===== src/rtl/mips_ctrl_pkg.sv =====
// Shared types and encodings for the multicycle MIPS control unit:
// state enum, opcode/funct constants, datapath select encodings.
package mips_ctrl_pkg;

    typedef enum logic [3:0] {
        S_FETCH     = 4'd0,
        S_DECODE    = 4'd1,
        S_EXEC_R    = 4'd2,
        S_EXEC_I    = 4'd3,
        S_MEM_ADDR  = 4'd4,
        S_MEM_READ  = 4'd5,
        S_MEM_WB    = 4'd6,
        S_MEM_WRITE = 4'd7,
        S_WB_R      = 4'd8,
        S_WB_I      = 4'd9,
        S_BRANCH    = 4'd10,
        S_JUMP      = 4'd11,
        S_TRAP      = 4'd12
    } state_t;

    localparam logic [5:0] OP_RTYPE = 6'd0;
    localparam logic [5:0] OP_J     = 6'd2;
    localparam logic [5:0] OP_BEQ   = 6'd4;
    localparam logic [5:0] OP_BNE   = 6'd5;
    localparam logic [5:0] OP_ADDI  = 6'd8;
    localparam logic [5:0] OP_SLTI  = 6'd10;
    localparam logic [5:0] OP_ANDI  = 6'd12;
    localparam logic [5:0] OP_ORI   = 6'd13;
    localparam logic [5:0] OP_XORI  = 6'd14;
    localparam logic [5:0] OP_LW    = 6'd35;
    localparam logic [5:0] OP_SW    = 6'd43;

    localparam logic [5:0] FN_SLL = 6'd0;
    localparam logic [5:0] FN_SRL = 6'd2;
    localparam logic [5:0] FN_SRA = 6'd3;

    localparam logic [1:0] SRCA_PC    = 2'b00;
    localparam logic [1:0] SRCA_REG   = 2'b01;
    localparam logic [1:0] SRCA_SHAMT = 2'b10;

    localparam logic [2:0] SRCB_REG     = 3'b000;
    localparam logic [2:0] SRCB_FOUR    = 3'b001;
    localparam logic [2:0] SRCB_IMM     = 3'b010;
    localparam logic [2:0] SRCB_IMM_SH2 = 3'b011;
    localparam logic [2:0] SRCB_ZERO    = 3'b100;

    localparam logic [1:0] ALUOP_ADD   = 2'b00;
    localparam logic [1:0] ALUOP_SUB   = 2'b01;
    localparam logic [1:0] ALUOP_FUNCT = 2'b10;
    localparam logic [1:0] ALUOP_ITYPE = 2'b11;

    localparam logic [1:0] PCSRC_ALU    = 2'b00;
    localparam logic [1:0] PCSRC_ALUOUT = 2'b01;
    localparam logic [1:0] PCSRC_JUMP   = 2'b10;

    // Every datapath control the FSM drives, grouped so reset can blank them at once.
    typedef struct packed {
        logic       mem_req;
        logic       mem_write;
        logic       ir_write;
        logic       memto_reg;
        logic       reg_dst;
        logic       reg_write;
        logic       pc_write_cond;
        logic       pc_write;
        logic       i_or_d;
        logic [1:0] alu_src_a;
        logic [2:0] alu_src_b;
        logic [1:0] alu_op;
        logic [1:0] pc_source;
        logic       branch_ne;
    } ctrl_t;

    function automatic logic is_shift(input logic [5:0] funct);
        return (funct == FN_SLL) || (funct == FN_SRL) || (funct == FN_SRA);
    endfunction

    function automatic logic is_itype(input logic [5:0] op);
        return (op == OP_ADDI) || (op == OP_SLTI) || (op == OP_ANDI) ||
               (op == OP_ORI)  || (op == OP_XORI);
    endfunction

endpackage


===== src/rtl/mem_wait_timer.sv =====
// Saturating count of consecutive not-ready cycles in one memory wait;
// flags a timeout once the limit is reached and memory is still not ready.
module mem_wait_timer #(
    parameter int MEM_TIMEOUT = 15
) (
    input  logic clk,
    input  logic rst_n,
    input  logic clear,
    input  logic count,
    output logic timeout
);

    localparam int CW = (MEM_TIMEOUT > 0) ? $clog2(MEM_TIMEOUT + 1) : 1;
    localparam logic [CW-1:0] LIMIT = CW'(MEM_TIMEOUT);

    logic [CW-1:0] count_reg;

    always_ff @(posedge clk or negedge rst_n) begin
        if (!rst_n) begin
            count_reg <= '0;
        end else if (clear) begin
            count_reg <= '0;
        end else if (count && (count_reg != LIMIT)) begin
            count_reg <= count_reg + 1'b1;
        end
    end

    // A zero limit means no timeout at all.
    assign timeout = (MEM_TIMEOUT > 0) && count && (count_reg == LIMIT);

endmodule


===== src/rtl/mips_multicycle_ctrl.sv =====
// Multicycle MIPS control FSM with branch/jump execution, req/ready memory
// handshake with a bounded wait, and a sticky trap for bad opcodes or timeouts.
module mips_multicycle_ctrl
    import mips_ctrl_pkg::*;
#(
    parameter int MEM_TIMEOUT    = 15,
    parameter int SUPPORT_BRANCH = 1,
    parameter int SUPPORT_JUMP   = 1
) (
    input  logic       clk,
    input  logic       rst_n,
    input  logic [5:0] Op_code,
    input  logic [5:0] Funct,
    input  logic       mem_ready,
    output logic       mem_req,
    output logic       MemWrite,
    output logic       IRWrite,
    output logic       MemtoReg,
    output logic       RegDst,
    output logic       RegWrite,
    output logic       PCWriteCond,
    output logic       PCWrite,
    output logic       IorD,
    output logic [1:0] ALUSrcA,
    output logic [2:0] ALUSrcB,
    output logic [1:0] ALUOp,
    output logic [1:0] PCSource,
    output logic       branch_ne,
    output logic       illegal_op,
    output logic       mem_timeout,
    output logic [3:0] state_dbg
);

    localparam logic BRANCH_EN = (SUPPORT_BRANCH != 0);
    localparam logic JUMP_EN   = (SUPPORT_JUMP != 0);

    state_t state_reg, state_next;
    ctrl_t  ctrl_c, ctrl_o;
    logic   illegal_reg, timeout_reg;
    logic   set_illegal, set_timeout;
    logic   wait_active, timer_clear, timer_count, timeout;

    always_ff @(posedge clk or negedge rst_n) begin
        if (!rst_n) begin
            state_reg   <= S_FETCH;
            illegal_reg <= 1'b0;
            timeout_reg <= 1'b0;
        end else begin
            state_reg <= state_next;
            if (set_illegal) illegal_reg <= 1'b1;
            if (set_timeout) timeout_reg <= 1'b1;
        end
    end

    // Any state change restarts the wait count, so each wait state starts from zero.
    assign timer_clear = (state_next != state_reg);
    assign timer_count = wait_active && !mem_ready;

    mem_wait_timer #(
        .MEM_TIMEOUT(MEM_TIMEOUT)
    ) u_wait_timer (
        .clk     (clk),
        .rst_n   (rst_n),
        .clear   (timer_clear),
        .count   (timer_count),
        .timeout (timeout)
    );

    always_comb begin
        ctrl_c      = '0;
        state_next  = state_reg;
        wait_active = 1'b0;
        set_illegal = 1'b0;
        set_timeout = 1'b0;
        case (state_reg)
            S_FETCH: begin
                wait_active       = 1'b1;
                ctrl_c.mem_req    = 1'b1;
                ctrl_c.alu_src_a  = SRCA_PC;
                ctrl_c.alu_src_b  = SRCB_FOUR;
                ctrl_c.alu_op     = ALUOP_ADD;
                ctrl_c.pc_source  = PCSRC_ALU;
                ctrl_c.ir_write   = mem_ready;
                ctrl_c.pc_write   = mem_ready;
                if (mem_ready) begin
                    state_next = S_DECODE;
                end else if (timeout) begin
                    state_next  = S_TRAP;
                    set_timeout = 1'b1;
                end
            end
            S_DECODE: begin
                // Branch target computed speculatively into ALUOut.
                ctrl_c.alu_src_a = SRCA_PC;
                ctrl_c.alu_src_b = SRCB_IMM_SH2;
                ctrl_c.alu_op    = ALUOP_ADD;
                if (Op_code == OP_RTYPE) begin
                    state_next = S_EXEC_R;
                end else if (is_itype(Op_code)) begin
                    state_next = S_EXEC_I;
                end else if ((Op_code == OP_LW) || (Op_code == OP_SW)) begin
                    state_next = S_MEM_ADDR;
                end else if (BRANCH_EN && ((Op_code == OP_BEQ) || (Op_code == OP_BNE))) begin
                    state_next = S_BRANCH;
                end else if (JUMP_EN && (Op_code == OP_J)) begin
                    state_next = S_JUMP;
                end else begin
                    state_next  = S_TRAP;
                    set_illegal = 1'b1;
                end
            end
            S_EXEC_R: begin
                ctrl_c.alu_op = ALUOP_FUNCT;
                if (is_shift(Funct)) begin
                    ctrl_c.alu_src_a = SRCA_SHAMT;
                    ctrl_c.alu_src_b = SRCB_ZERO;
                end else begin
                    ctrl_c.alu_src_a = SRCA_REG;
                    ctrl_c.alu_src_b = SRCB_REG;
                end
                state_next = S_WB_R;
            end
            S_EXEC_I: begin
                ctrl_c.alu_src_a = SRCA_REG;
                ctrl_c.alu_src_b = SRCB_IMM;
                ctrl_c.alu_op    = ALUOP_ITYPE;
                state_next       = S_WB_I;
            end
            S_MEM_ADDR: begin
                ctrl_c.alu_src_a = SRCA_REG;
                ctrl_c.alu_src_b = SRCB_IMM;
                ctrl_c.alu_op    = ALUOP_ADD;
                state_next       = (Op_code == OP_SW) ? S_MEM_WRITE : S_MEM_READ;
            end
            S_MEM_READ: begin
                wait_active    = 1'b1;
                ctrl_c.mem_req = 1'b1;
                ctrl_c.i_or_d  = 1'b1;
                if (mem_ready) begin
                    state_next = S_MEM_WB;
                end else if (timeout) begin
                    state_next  = S_TRAP;
                    set_timeout = 1'b1;
                end
            end
            S_MEM_WRITE: begin
                wait_active      = 1'b1;
                ctrl_c.mem_req   = 1'b1;
                ctrl_c.i_or_d    = 1'b1;
                ctrl_c.mem_write = 1'b1;
                if (mem_ready) begin
                    state_next = S_FETCH;
                end else if (timeout) begin
                    state_next  = S_TRAP;
                    set_timeout = 1'b1;
                end
            end
            S_MEM_WB: begin
                ctrl_c.reg_write = 1'b1;
                ctrl_c.memto_reg = 1'b1;
                ctrl_c.reg_dst   = 1'b0;
                state_next       = S_FETCH;
            end
            S_WB_R: begin
                ctrl_c.reg_write = 1'b1;
                ctrl_c.reg_dst   = 1'b1;
                state_next       = S_FETCH;
            end
            S_WB_I: begin
                ctrl_c.reg_write = 1'b1;
                ctrl_c.reg_dst   = 1'b0;
                state_next       = S_FETCH;
            end
            S_BRANCH: begin
                ctrl_c.alu_src_a     = SRCA_REG;
                ctrl_c.alu_src_b     = SRCB_REG;
                ctrl_c.alu_op        = ALUOP_SUB;
                ctrl_c.pc_write_cond = 1'b1;
                ctrl_c.pc_source     = PCSRC_ALUOUT;
                ctrl_c.branch_ne     = (Op_code == OP_BNE);
                state_next           = S_FETCH;
            end
            S_JUMP: begin
                ctrl_c.pc_write  = 1'b1;
                ctrl_c.pc_source = PCSRC_JUMP;
                state_next       = S_FETCH;
            end
            S_TRAP: begin
                state_next = S_TRAP;
            end
            default: begin
                state_next = S_FETCH;
            end
        endcase
    end

    // Reset blanks every control combinationally, even mid-access.
    assign ctrl_o = rst_n ? ctrl_c : '0;

    assign mem_req     = ctrl_o.mem_req;
    assign MemWrite    = ctrl_o.mem_write;
    assign IRWrite     = ctrl_o.ir_write;
    assign MemtoReg    = ctrl_o.memto_reg;
    assign RegDst      = ctrl_o.reg_dst;
    assign RegWrite    = ctrl_o.reg_write;
    assign PCWriteCond = ctrl_o.pc_write_cond;
    assign PCWrite     = ctrl_o.pc_write;
    assign IorD        = ctrl_o.i_or_d;
    assign ALUSrcA     = ctrl_o.alu_src_a;
    assign ALUSrcB     = ctrl_o.alu_src_b;
    assign ALUOp       = ctrl_o.alu_op;
    assign PCSource    = ctrl_o.pc_source;
    assign branch_ne   = ctrl_o.branch_ne;
    assign illegal_op  = illegal_reg;
    assign mem_timeout = timeout_reg;
    assign state_dbg   = state_reg;

endmodule


===== config.mk =====
export PLATFORM = sky130hd
export DESIGN_NAME = mips_multicycle_ctrl
export DESIGN_NICKNAME = d
export VERILOG_FILES = /design/src/rtl/mips_ctrl_pkg.sv /design/src/rtl/mem_wait_timer.sv /design/src/rtl/mips_multicycle_ctrl.sv
export SDC_FILE = /design/constraint.sdc
export NUM_CORES = 1
export LEC_CHECK = 0
export CORE_MARGIN = 2
export CORE_UTILIZATION = 40
export CTS_CLUSTER_DIAMETER = 60
export CTS_CLUSTER_SIZE = 20
export DETAILED_ROUTE_END_ITERATION = 7
export GPL_TIMING_DRIVEN = 1
export HOLD_SLACK_MARGIN = 0.03
export PLACE_DENSITY = 0.83
export SLEW_MARGIN = 20
export SYNTH_ARGS = -nofsm -noshare
export SYNTH_HDL_FRONTEND = slang
export SYNTH_SLANG_ARGS = --single-unit

===== constraint.sdc =====
create_clock -name clk -period 4 [get_ports clk]
set_input_delay 1.2 -clock clk [delete_from_list [all_inputs] [get_ports clk]]
set_output_delay 1.2 -clock clk [all_outputs]
set_load 0.01 [all_outputs]

==> results.md <==
- Status: finished clean
- Cts bufs inserted: 3
- Synthesis-to-finish area growth: 47.5%
- Flop and latch count out of synthesis: 10
- Peak Freq: 0.256 GHz
- Max Cap Viol: 0
- RSZ-0062 raised after global routing: false
- Startpoint type of the worst setup path: input pin
- All-Layer GR Usage: 19.7%
- Synthesized instance count: 133
- Post-CTS resize count: 4
- Insertion delay of the later-clocked pin in the worst-skew pair: 0.27 ns
- Final antenna-violating net count: 0
- Min cycle time layout: 3.90 ns
- Library cell with the largest summed area after synthesis: dfrtp_1
- Sequential share of the synthesized area: 24.7%
- Distinct cell type count of the synthesized netlist: 43
- Worst hold path type: flip-flop to flip-flop
- Total power: 0.000765 W
- Clock tree root driver cell: clkbuf_4
- Share of flip-flops with an asynchronous set or reset after synthesis: 100%
- Sw Pwr: 0.000345 W
- Clock Tree Buf Depth: 2
- Area enclosed by the die boundary: 2950 um2
- TritonCTS clock tree: done
- Max VDD drop: 0.344 mV
- Setup slack of the most critical reg-to-reg path: 1.83 ns
- Post-Route Skew: 0.000267 ns
- Worst Path Max Fanout: 4
- Final setup fails: 0
- Final net count: 191
- Die height: 54.3 um
- Buffering stage count on the worst path with inverters included: 2
- Setup fix buffers added after clock tree synthesis: 0
- Die width: 54.3 um
- Crit-path leading delay family: buffers and inverters
- Relative max-transition margin: 56.3%
- Starting utilization of the core area: 41.7%
- Post-detailed-route wirelength per cell: 13.8 um
- Worst Setup Slack, final: 0.0955 ns
- Final Max Slew Viols: 0
- TritonRoute pass-1 iters: 4
- Internal power: 0.000420 W
- Routed vias/inst: 5.60
- Total routed wirelength: 2820 um
- Core Region: 2430 um2
- CTS HTree Levels: 1
- Worst hold path endpoint: illegal_op
- Vias in the first global route: 981
- Kind of critical path: input pin to output pin
- Number of vias after detailed routing: 1143
- DR DRC count: 0
- Number of DRC markers after the initial detailed-route iteration: 36
- I/O Buffers: 39
- Cell breakdown of the critical path: clkdlybuf4s50_1, nor2b_1, nand4_1, nor3_1, clkdlybuf4s50_1
- Depth of the worst register-to-register path: 6
- FF-to-FF End: u_wait_timer.count_reg[2]
- Total leakage power: 0.627 nW
- Worst hold path depth: 1
- Sort of element at the end of the critical path: output pin
- Final weighted congestion of routability-driven global placement: 0.846
- Clk network pwr share: 11.9%
- Top post-synthesis cells by count: 13 x nor2_1, 11 x a21oi_1, 11 x nand2_1
- Number of top-level pins: 40
- Power share of the sequential group: 26.6%
- Standard cell with the maximum stage delay on the critical path: clkdlybuf4s50_1
- HPWL Detailed: 2120 um
- Share of total power consumed by net switching: 45.1%
- Yosys warns: 0
- Final design instance area without fill: 1500 um2
- Combinational Power Share: 61.5%
- Antenna violations before repair: 0
- Post-Route Setup TNS: 0 ns
- Clk sink count: 10
- Top cell by count, worst path: clkdlybuf4s50_1
- Start point of the worst hold path: illegal_op
- Per-instance average area after synthesis: 7.62 um2
- Slew at the pin closest to its max-slew limit: 0.656 ns
- Required time of the critical path: 2.80 ns
- Pre-CTS setup slack: -0.100 ns
- Cell area reported after detailed placement: 1440 um2
- Share of post-route cells with drive strength above 1: 13.2%
- Quantity of hold-fixing buffers added after cts: 0
- CTS clock-pin slew for the worst setup and hold paths: 0.07 ns
- Post-synthesis instance area: 1010 um2
- Critical path data arrival time: 2.70 ns
- Most common flop cell mapped by yosys: dfrtp_1
- Stage delay of the slowest cell on the critical path: 0.56 ns
- Residual overflow from global routing: 0
- Syn_nets: 149
- Fraction of synthesized cell area taken by the top area cell type: 24.7%
- Final worst-path cycle share: 97.6%
- Antenna fix cells: 0
- Floorplan row count: 18
- Hold violation total from the final report: 0
- First-pass GRT wire length: 4350 um
- Number of synthesized flops with an enable pin: 0
- Worst flop-to-flop path startpoint: state_dbg[2]
- Maximum number of pins on one net before global-route repair: 22
- Area contributors post-synth: dfrtp_1 25%, a21oi_1 5.4%, nor2_1 4.8%, nand2b_1 4.3%, nand2_1 4.1%
- Total power per unit cell area: 511 nW/um2
- Most numerous cell in the Yosys netlist: nor2_1
placed cells by master (no fill, tap or decap), types with 2 or more instances in the layout:
cell	n
nand2_1	11
dlymetal6s2s_1	2
or3_1	2
nand3_1	5
xor2_1	2
buf_4	8
clkdlybuf4s50_1	35
nand3b_1	2
nor2b_1	4
a21o_1	3
nand2b_1	7
dlygate4sd2_1	2
o211ai_1	2
nor4_2	2
and3_1	4
nor2_1	13
inv_1	2
dfrtp_1	10
clkbuf_4	3
o21ai_0	6
a21oi_1	11
nor3b_1	2
o21a_1	2
or2_2	2
nor3_1	8
and2_1	4
stage by stage:
stage	hold slack, ns	cells	utilization, %
floorplan	0.493	133	-
global placement	0.456	200	59.4
detailed placement	0.454	200	59.4
CTS	0.476	204	61.0
global route	0.494	204	61.5
finish	0.466	204	61.5
area by class of cell:
type | count | area (um2)
fillers | 217 | 937
multi-input cells | 111 | 711
repair buffers | 47 | 453
flip-flops and latches | 10 | 250
well taps | 30 | 37.5
clock buffers | 4 | 36.3
inverters | 2 | 7.51
per-layer routing:
layer	wire length (um)	up-vias	GRT usage, %
met5	0	-	0
met4	25	0	5.00
met3	172	4	1.91
met2	1360	50	33.5
met1	1260	526	26.5
li1	-	563	-
cells by family (layout without fill, tap and decap cells):
logic type,count (synthesis),in the layout,synth area share [%]
and+or+nand+nor,72,72,41.1
AOI/OAI and AO/OA,34,34,22.7
buffers and inverters,12,53,6.42
DFF,10,10,24.7
xor gates and xnor gates,2,2,1.73
muxes,2,2,2.10
adders and majority gates,1,1,1.23
power groups by stage:
stage               combinational, W   clock, W  sequential (W)
detailed placement          0.000463          0        0.000202
finish                      0.000471  0.0000910        0.000203
floorplan                   0.000354          0        0.000150
CTS                         0.000469  0.0000938        0.000201
global route                0.000517  0.0000973        0.000211
global placement            0.000453          0        0.000200
worst max path at each step:
stage | startpoint | to | slack, ns | cells after the start
2_1_floorplan | Funct[3] | ALUSrcB[2] | 0.58 | 4
3_3_place_gp | Funct[3] | ALUSrcB[2] | -0.03 | 5
3_5_place_dp | Funct[3] | ALUSrcA[1] | -0.10 | 5
4_1_cts | Funct[3] | ALUSrcA[0] | -0.02 | 7
5_1_grt | Op_code[2] | branch_ne | 0.02 | 5
6_report | Op_code[2] | branch_ne | 0.1 | 5
worst reg2reg max path, stage by stage, from the launching register on:
cell and delay [ns]:
dfrtp_1 0.53, buf_4 0.25, nor4b_1 0.47, nand2_1 0.11, a21oi_1 0.21, o21ai_0 0.26
nor3_1 0.25
No activity file was read; power rests on OpenSTA's default activity.
